===== config.mk =====
export PLATFORM = sky130hd
export DESIGN_NAME = seq_divider
export DESIGN_NICKNAME = d
export VERILOG_FILES = /design/src/rtl/seq_divider_pkg.sv /design/src/rtl/seq_divider_trial_sub.sv /design/src/rtl/seq_divider.sv
export SDC_FILE = /design/constraint.sdc
export NUM_CORES = 1
export LEC_CHECK = 0
export ABC_AREA = 0
export BUFFER_PORTS_ARGS = -buffer_cell sky130_fd_sc_hd__buf_2
export CORE_ASPECT_RATIO = 0.5
export CORE_MARGIN = 2
export CORE_UTILIZATION = 50
export DETAILED_ROUTE_END_ITERATION = 10
export MAX_ROUTING_LAYER = met4
export PLACE_DENSITY_LB_ADDON = 0.3
export SETUP_SLACK_MARGIN = 0.5
export SYNTH_ARGS = -nofsm -noshare
export SYNTH_HDL_FRONTEND = slang
export SYNTH_SLANG_ARGS = --single-unit

===== constraint.sdc =====
create_clock -name clk -period 3.1 [get_ports clk]
set_input_delay 0.62 -clock clk [delete_from_list [all_inputs] [get_ports clk]]
set_output_delay 0.62 -clock clk [all_outputs]
set_load 0.02 [all_outputs]

===== src/rtl/seq_divider_pkg.sv =====
// Shared types and helpers for the sequential restoring divider.
// Optional feature macro: SEQ_DIVIDER_SIGNED_EN (two's complement operands).
package seq_divider_pkg;

   typedef enum logic [1:0] {
      IDLE = 2'd0,
      CALC = 2'd1,
      DONE = 2'd2
   } div_state_t;

   localparam int DIV_WIDTH_DEF = 5;

   // Two's complement negation; callers cast the result back to their own width.
   function automatic logic [31:0] twos_neg(input logic [31:0] x);
      return ~x + 32'd1;
   endfunction

endpackage


===== src/rtl/seq_divider_trial_sub.sv =====
// Trial subtractor for one restoring-division step: T = P - {0,B}.
// Built as a ripple chain of full adders fed with ~{0,B} and a carry-in of 1.
// The (WIDTH+1)-bit difference is split into its low WIDTH bits (T) and its
// sign bit (neg); neg high means the trial went negative and must be restored.
module div_trial_sub
   import seq_divider_pkg::*;
#(
   parameter int WIDTH = DIV_WIDTH_DEF
) (
   input  logic [WIDTH:0]   P,
   input  logic [WIDTH-1:0] B,
   output logic [WIDTH-1:0] T,
   output logic             neg
);

   logic [WIDTH:0] bInv;
   logic [WIDTH:0] carry;
   logic [WIDTH:0] sum;

   assign bInv     = ~{1'b0, B};
   assign carry[0] = 1'b1;

   // One full adder per bit; the final stage needs no carry out.
   for (genvar i = 0; i <= WIDTH; i++) begin : gFullAdder
      assign sum[i] = P[i] ^ bInv[i] ^ carry[i];
      if (i < WIDTH) begin : gCarry
         assign carry[i+1] = (P[i] & bInv[i]) | (carry[i] & (P[i] ^ bInv[i]));
      end
   end

   assign T   = sum[WIDTH-1:0];
   assign neg = sum[WIDTH];

endmodule


===== src/rtl/seq_divider.sv =====
// Multi-cycle restoring divider: Q = A / B, R = A % B, one quotient bit per clock.
// start/done handshake; Q/R/flags are held until the next accepted start.
// Optional feature macro: SEQ_DIVIDER_SIGNED_EN selects two's complement operands,
// with magnitudes taken on latch and sign fix-ups applied on the final step.
module seq_divider
   import seq_divider_pkg::*;
#(
   parameter int WIDTH = DIV_WIDTH_DEF
) (
   input  logic             clk,
   input  logic             rst,
   input  logic             start,
   input  logic [WIDTH-1:0] A,
   input  logic [WIDTH-1:0] B,
   output logic             busy,
   output logic             done,
   output logic [WIDTH-1:0] Q,
   output logic [WIDTH-1:0] R,
   output logic             dz_flag,
   output logic             ov_flag
);

   localparam int              CW        = $clog2(WIDTH);
   localparam logic [CW-1:0]   LAST_ITER = CW'(WIDTH - 1);

   div_state_t       state_q;
   logic [CW-1:0]    iterCnt_q;
   logic [WIDTH-1:0] partRem_q;
   logic [WIDTH-1:0] dividend_q;
   logic [WIDTH-1:0] divisor_q;
   logic [WIDTH-1:0] quot_q;
   logic [WIDTH-1:0] rem_q;
   logic             busy_q;
   logic             done_q;
   logic             dz_q;

   logic [WIDTH:0]   partShift;
   logic [WIDTH-1:0] trialRem;
   logic             trialNeg;
   logic [WIDTH-1:0] partRem_d;
   logic [WIDTH-1:0] dividend_d;
   logic [WIDTH-1:0] quotOut;
   logic [WIDTH-1:0] remOut;
   logic [WIDTH-1:0] aMag;
   logic [WIDTH-1:0] bMag;

`ifdef SEQ_DIVIDER_SIGNED_EN
   localparam logic [WIDTH-1:0] MIN_VAL = {1'b1, {(WIDTH-1){1'b0}}};
   logic negQuot_q;
   logic negRem_q;
   logic ovPend_q;
   logic ov_q;
`endif

   // Bring the next dividend bit into the partial remainder and try subtracting B.
   assign partShift = {partRem_q, dividend_q[WIDTH-1]};

   div_trial_sub #(
      .WIDTH (WIDTH)
   ) uTrialSub (
      .P   (partShift),
      .B   (divisor_q),
      .T   (trialRem),
      .neg (trialNeg)
   );

   // Restore on a negative trial; the dividend register doubles as the quotient shifter.
   always_comb begin
      partRem_d  = trialNeg ? partShift[WIDTH-1:0] : trialRem;
      dividend_d = {dividend_q[WIDTH-2:0], ~trialNeg};
      quotOut    = dividend_d;
      remOut     = partRem_d;
      aMag       = A;
      bMag       = B;
`ifdef SEQ_DIVIDER_SIGNED_EN
      if (A[WIDTH-1]) aMag = WIDTH'(twos_neg(32'(A)));
      if (B[WIDTH-1]) bMag = WIDTH'(twos_neg(32'(B)));
      if (negQuot_q)  quotOut = WIDTH'(twos_neg(32'(dividend_d)));
      if (negRem_q)   remOut  = WIDTH'(twos_neg(32'(partRem_d)));
`endif
   end

   // Control FSM with registered handshake outputs and result/flag registers.
   always_ff @(posedge clk) begin
      if (rst) begin
         state_q    <= IDLE;
         iterCnt_q  <= '0;
         partRem_q  <= '0;
         dividend_q <= '0;
         divisor_q  <= '0;
         quot_q     <= '0;
         rem_q      <= '0;
         busy_q     <= 1'b0;
         done_q     <= 1'b0;
         dz_q       <= 1'b0;
`ifdef SEQ_DIVIDER_SIGNED_EN
         negQuot_q  <= 1'b0;
         negRem_q   <= 1'b0;
         ovPend_q   <= 1'b0;
         ov_q       <= 1'b0;
`endif
      end else begin
         case (state_q)
            IDLE: begin
               done_q <= 1'b0;
               if (start) begin
                  quot_q <= '0;
                  rem_q  <= '0;
                  dz_q   <= 1'b0;
`ifdef SEQ_DIVIDER_SIGNED_EN
                  ov_q   <= 1'b0;
`endif
                  if (B == '0) begin
                     quot_q  <= '1;
                     rem_q   <= A;
                     dz_q    <= 1'b1;
                     done_q  <= 1'b1;
                     state_q <= DONE;
                  end else begin
                     dividend_q <= aMag;
                     divisor_q  <= bMag;
                     partRem_q  <= '0;
                     iterCnt_q  <= '0;
                     busy_q     <= 1'b1;
                     state_q    <= CALC;
`ifdef SEQ_DIVIDER_SIGNED_EN
                     negQuot_q  <= A[WIDTH-1] ^ B[WIDTH-1];
                     negRem_q   <= A[WIDTH-1];
                     ovPend_q   <= (A == MIN_VAL) && (B == '1);
`endif
                  end
               end
            end
            CALC: begin
               partRem_q  <= partRem_d;
               dividend_q <= dividend_d;
               iterCnt_q  <= iterCnt_q + CW'(1);
               if (iterCnt_q == LAST_ITER) begin
                  quot_q  <= quotOut;
                  rem_q   <= remOut;
                  busy_q  <= 1'b0;
                  done_q  <= 1'b1;
                  state_q <= DONE;
`ifdef SEQ_DIVIDER_SIGNED_EN
                  ov_q    <= ovPend_q;
`endif
               end
            end
            DONE: begin
               done_q  <= 1'b0;
               state_q <= IDLE;
            end
            default: begin
               busy_q  <= 1'b0;
               done_q  <= 1'b0;
               state_q <= IDLE;
            end
         endcase
      end
   end

   assign busy    = busy_q;
   assign done    = done_q;
   assign Q       = quot_q;
   assign R       = rem_q;
   assign dz_flag = dz_q;
`ifdef SEQ_DIVIDER_SIGNED_EN
   assign ov_flag = ov_q;
`else
   assign ov_flag = 1'b0;
`endif

endmodule

==> flow_summary_export.csv <==
group,metric,value,unit
cells_and_area,antenna_cells,0,
floorplan,start_util,53.1,%
logic_synthesis,ys_warn_count,0,
cts,htree_levels,2,
cells_and_area,num-fill-cells,240,
sta,fmax,0.341,GHz
cts,clock_path_buffers,2,
logic_synthesis,ys_ff_latch,33,
placed_design,dp_hpwl,2470,µm
power_and_ir_drop,ir_drop,340,µV
worst_setup_path,worstPathRequired,3.28,ns
worst_setup_path,cp-end-kind,"register",
logic_synthesis,syn_nets,189,
hold_path,hold_path_class,"reg -> reg",
worst_setup_path,start_kind,"register",
routing,ant_nets,0,
placed_design,numPortBuffers,25,
floorplan,dieWidth,84.2,µm
logic_synthesis,syn_inst,169,
sta,finalHoldViolCount,0,
cells_and_area,final_area,2010,µm²
floorplan,die_height,44.1,µm
logic_synthesis,synthesis.area,1610,µm²
cells_and_area,drive_gt1_share,36.8,%
cts,root_buffer,"clkbuf_8",
cts,cts_tree,"built",
cts,cts.clk_slew.worst_paths,0.07,ns
run,drv_cap,0,
routing,drc,0,
placed_design,postPlaceCellArea,1770,µm²
sta,drv_slew,0,
power_and_ir_drop,p_leak,0.831,nW
cells_and_area,layout.nets,223,
floorplan,dieArea,3720,µm²
sta,slew_headroom,42.8,%
worst_setup_path,crit_type,"reg -> reg",
cts,cts.sinks,33,
floorplan,core_area,3030,µm²
sta,period_share,94.5,%
logic_synthesis,ys_seq_area_share,41.1,%
floorplan,io_pins,27,
grt,grt_use_total,21.4,%
status,outcome,"finished, final reports clean",
grt,gr-total-overflow,0,
cells_and_area,area_growth,24.8,%
grt,antenna_found_initial,0,
sta,fin_crit,2.93,ns
cts,cts_made_buffers,5,
grt,grt_pass1_vias,1180,
power_and_ir_drop,power_density,601,nW/µm²
routing,wl_per_cell,15.1,µm
routing,vias,1337,
sta,finalSetupTns,0,ns
sta,fin_skew,0.00625,ns
grt,grt_first_pass_wirelength,5740,µm
worst_setup_path,crit_arrival,3.11,ns
logic_synthesis,syn_area_per_cell,9.52,µm²
worst_setup_path,critPathMaxFanout,7,
sta,setup_viol,0,
routing,dr.pass1.iters,4,
floorplan,rows,14,
grt,grt_start_max_net_pins,25,
placed_design,gp_congestion,1.00,
routing,drtIter0Drc,99,
routing,drt-total-wl,3680,µm
sta,tightest_slew,0.856,ns
sta,rsz0062_at_grt,"yes",
cts,clkLatencyLatePin,0.29,ns
routing,viasPerCell,5.48,
logic_synthesis,yosys.cell_types.count,40,
cts,cts.hold.buffers_added,0,
==> where the power goes <==
part,switching (mW),internal (mW)
Clock,0.157,0.262
Sequential,0.0254,0.458
Combinational,0.165,0.140
Total,0.347,0.860
==> layout by cell type (no fill, tap or decap), types with 2 or more instances in the layout <==
cell type,count
a221oi_1,2
clkbuf_8,6
a211oi_1,4
dfxtp_2,2
nor3_1,9
o21ai_1,3
and2_1,2
inv_2,4
ha_1,2
mux2i_2,3
o2bb2ai_2,2
inv_1,8
nor2b_1,2
buf_4,13
a21oi_1,6
fa_2,4
a22o_1,3
mux2i_1,4
dfxtp_1,31
nor2_1,20
mux2_2,2
a311oi_2,4
nand2_1,15
a22oi_1,3
buf_2,25
o221a_1,3
==> worst max-delay path, stage by stage (launching register included) <==
cell and delay, ns:
dfxtp_2 0.32, inv_2 0.07, ha_4 0.13, inv_2 0.03
fa_2 0.33, fa_2 0.34, inv_2 0.06, fa_2 0.18
inv_2 0.04, fa_2 0.37, xor2_4 0.32, mux2i_2 0.27
o21ai_1 0.09, o221a_1 0.25
==> metal layers <==
metal | up-vias | GRT usage [%] | share of wire [%]
met5 | - | - | 0
met3 | 5 | 6.16 | 7.5
met1 | 629 | 29.7 | 50
li1 | 660 | - | -
met4 | 0 | 10.6 | 1.3
met2 | 43 | 28.4 | 41
==> cell usage after synthesis <==
cell	number	area share [%]
dfxtp_1	33	41
nor2_1	20	4.7
nand2_1	15	3.5
inv_1	12	2.8
nor3_1	9	2.8
a21oi_1	7	2.2
mux2i_1	7	4.4
clkbuf_1	5	1.2
a211oi_1	4	1.9
a311oi_2	4	3.7
fa_1	4	5.0
a221oi_1	3	1.6
a22o_1	3	1.6
a22oi_1	3	1.4
buf_2	3	0.93
ha_1	3	2.3
o21ai_0	3	0.93
o221a_1	3	2.1
o2bb2ai_1	3	1.6
and2_1	2	0.78
buf_4	2	0.93
mux2_2	2	1.4
nor2b_1	2	0.78
a21o_1	1	0.47
a31oi_4	1	1.3
and3_1	1	0.39
buf_6	1	0.70
conb_1	1	0.23
nand2b_1	1	0.39
nand3_1	1	0.31
nor3_4	1	1.0
nor3b_4	1	1.2
o21ai_1	1	0.31
o21ai_2	1	0.54
o21ba_2	1	0.62
o21bai_1	1	0.47
o31a_1	1	0.54
o31ai_1	1	0.47
or4_1	1	0.47
xor2_2	1	1.0
==> registers in the layout (all words and copies together), names as in the netlist <==
name	cells
Q	5
R	5
busy	1
dividend_q	5
divisor_q	5
done	1
dz_flag	1
iterCnt_q	3
partRem_q	5
state_q	2
==> worst paths after layout <==
path / start / end / slack, ns / depth (start not counted)
max: dividend_q[4] / R[1] / 0.17 / 13
min: divisor_q[1] / divisor_q[1] / 0.46 / 2
max reg2reg: dividend_q[4] / R[1] / 0.17 / 13
min reg2reg: divisor_q[1] / divisor_q[1] / 0.46 / 2
==> through the flow <==
| stage | power [mW] | util [%] | setup slack [ns] | cells | hold WS [ns] |
|---|---|---|---|---|---|
| final | 1.21 | 66.3 | 0.170 | 244 | 0.461 |
| after global routing | 1.25 | 66.3 | 0.0601 | 244 | 0.492 |
| after CTS | 1.19 | 65.3 | 0.179 | 241 | 0.459 |
| after detailed placement | 0.735 | 58.5 | 0.0946 | 227 | 0.449 |
| after global placement | 0.731 | 58.5 | 0.146 | 227 | 0.447 |
| after floorplan | 0.675 | - | 0.351 | 169 | 0.432 |
==> area by class of cell <==
class,instances,area [µm²],share of cell area (%)
inverters,12,45.0,2.24
flip-flops and latches,33,663,33.0
clock buffers,7,86.3,4.30
multi-input cells,113,911,45.4
repair buffers,38,223,11.1
well taps,40,50.0,2.49
clock inverters,1,30.0,1.50
==> repair_timing <==
item / 4_1_cts / 5_1_grt
endpoints found under the setup margin: 12 / 12
gates resized for setup: 13 / 2
buffers inserted: 6 / 3
pin swaps: 11 / 2
hold endpoints to repair: 0 / 0
==> kinds of logic (layout without fill, tap and decap cells) <==
kind of cell,count (synthesis),after routing,synth area share [%]
buffers and inverters,23,58,6.53
AO/OA/AOI/OAI,41,41,21.9
other,1,1,0.233
flip-flops,33,33,41.1
adder cells (fa/ha/maj),7,7,7.31
XOR/XNOR,1,1,1.01
multiplexers,9,9,5.75
AND/OR/NAND/NOR,54,54,16.3
Power figures use the tool's default switching activity.
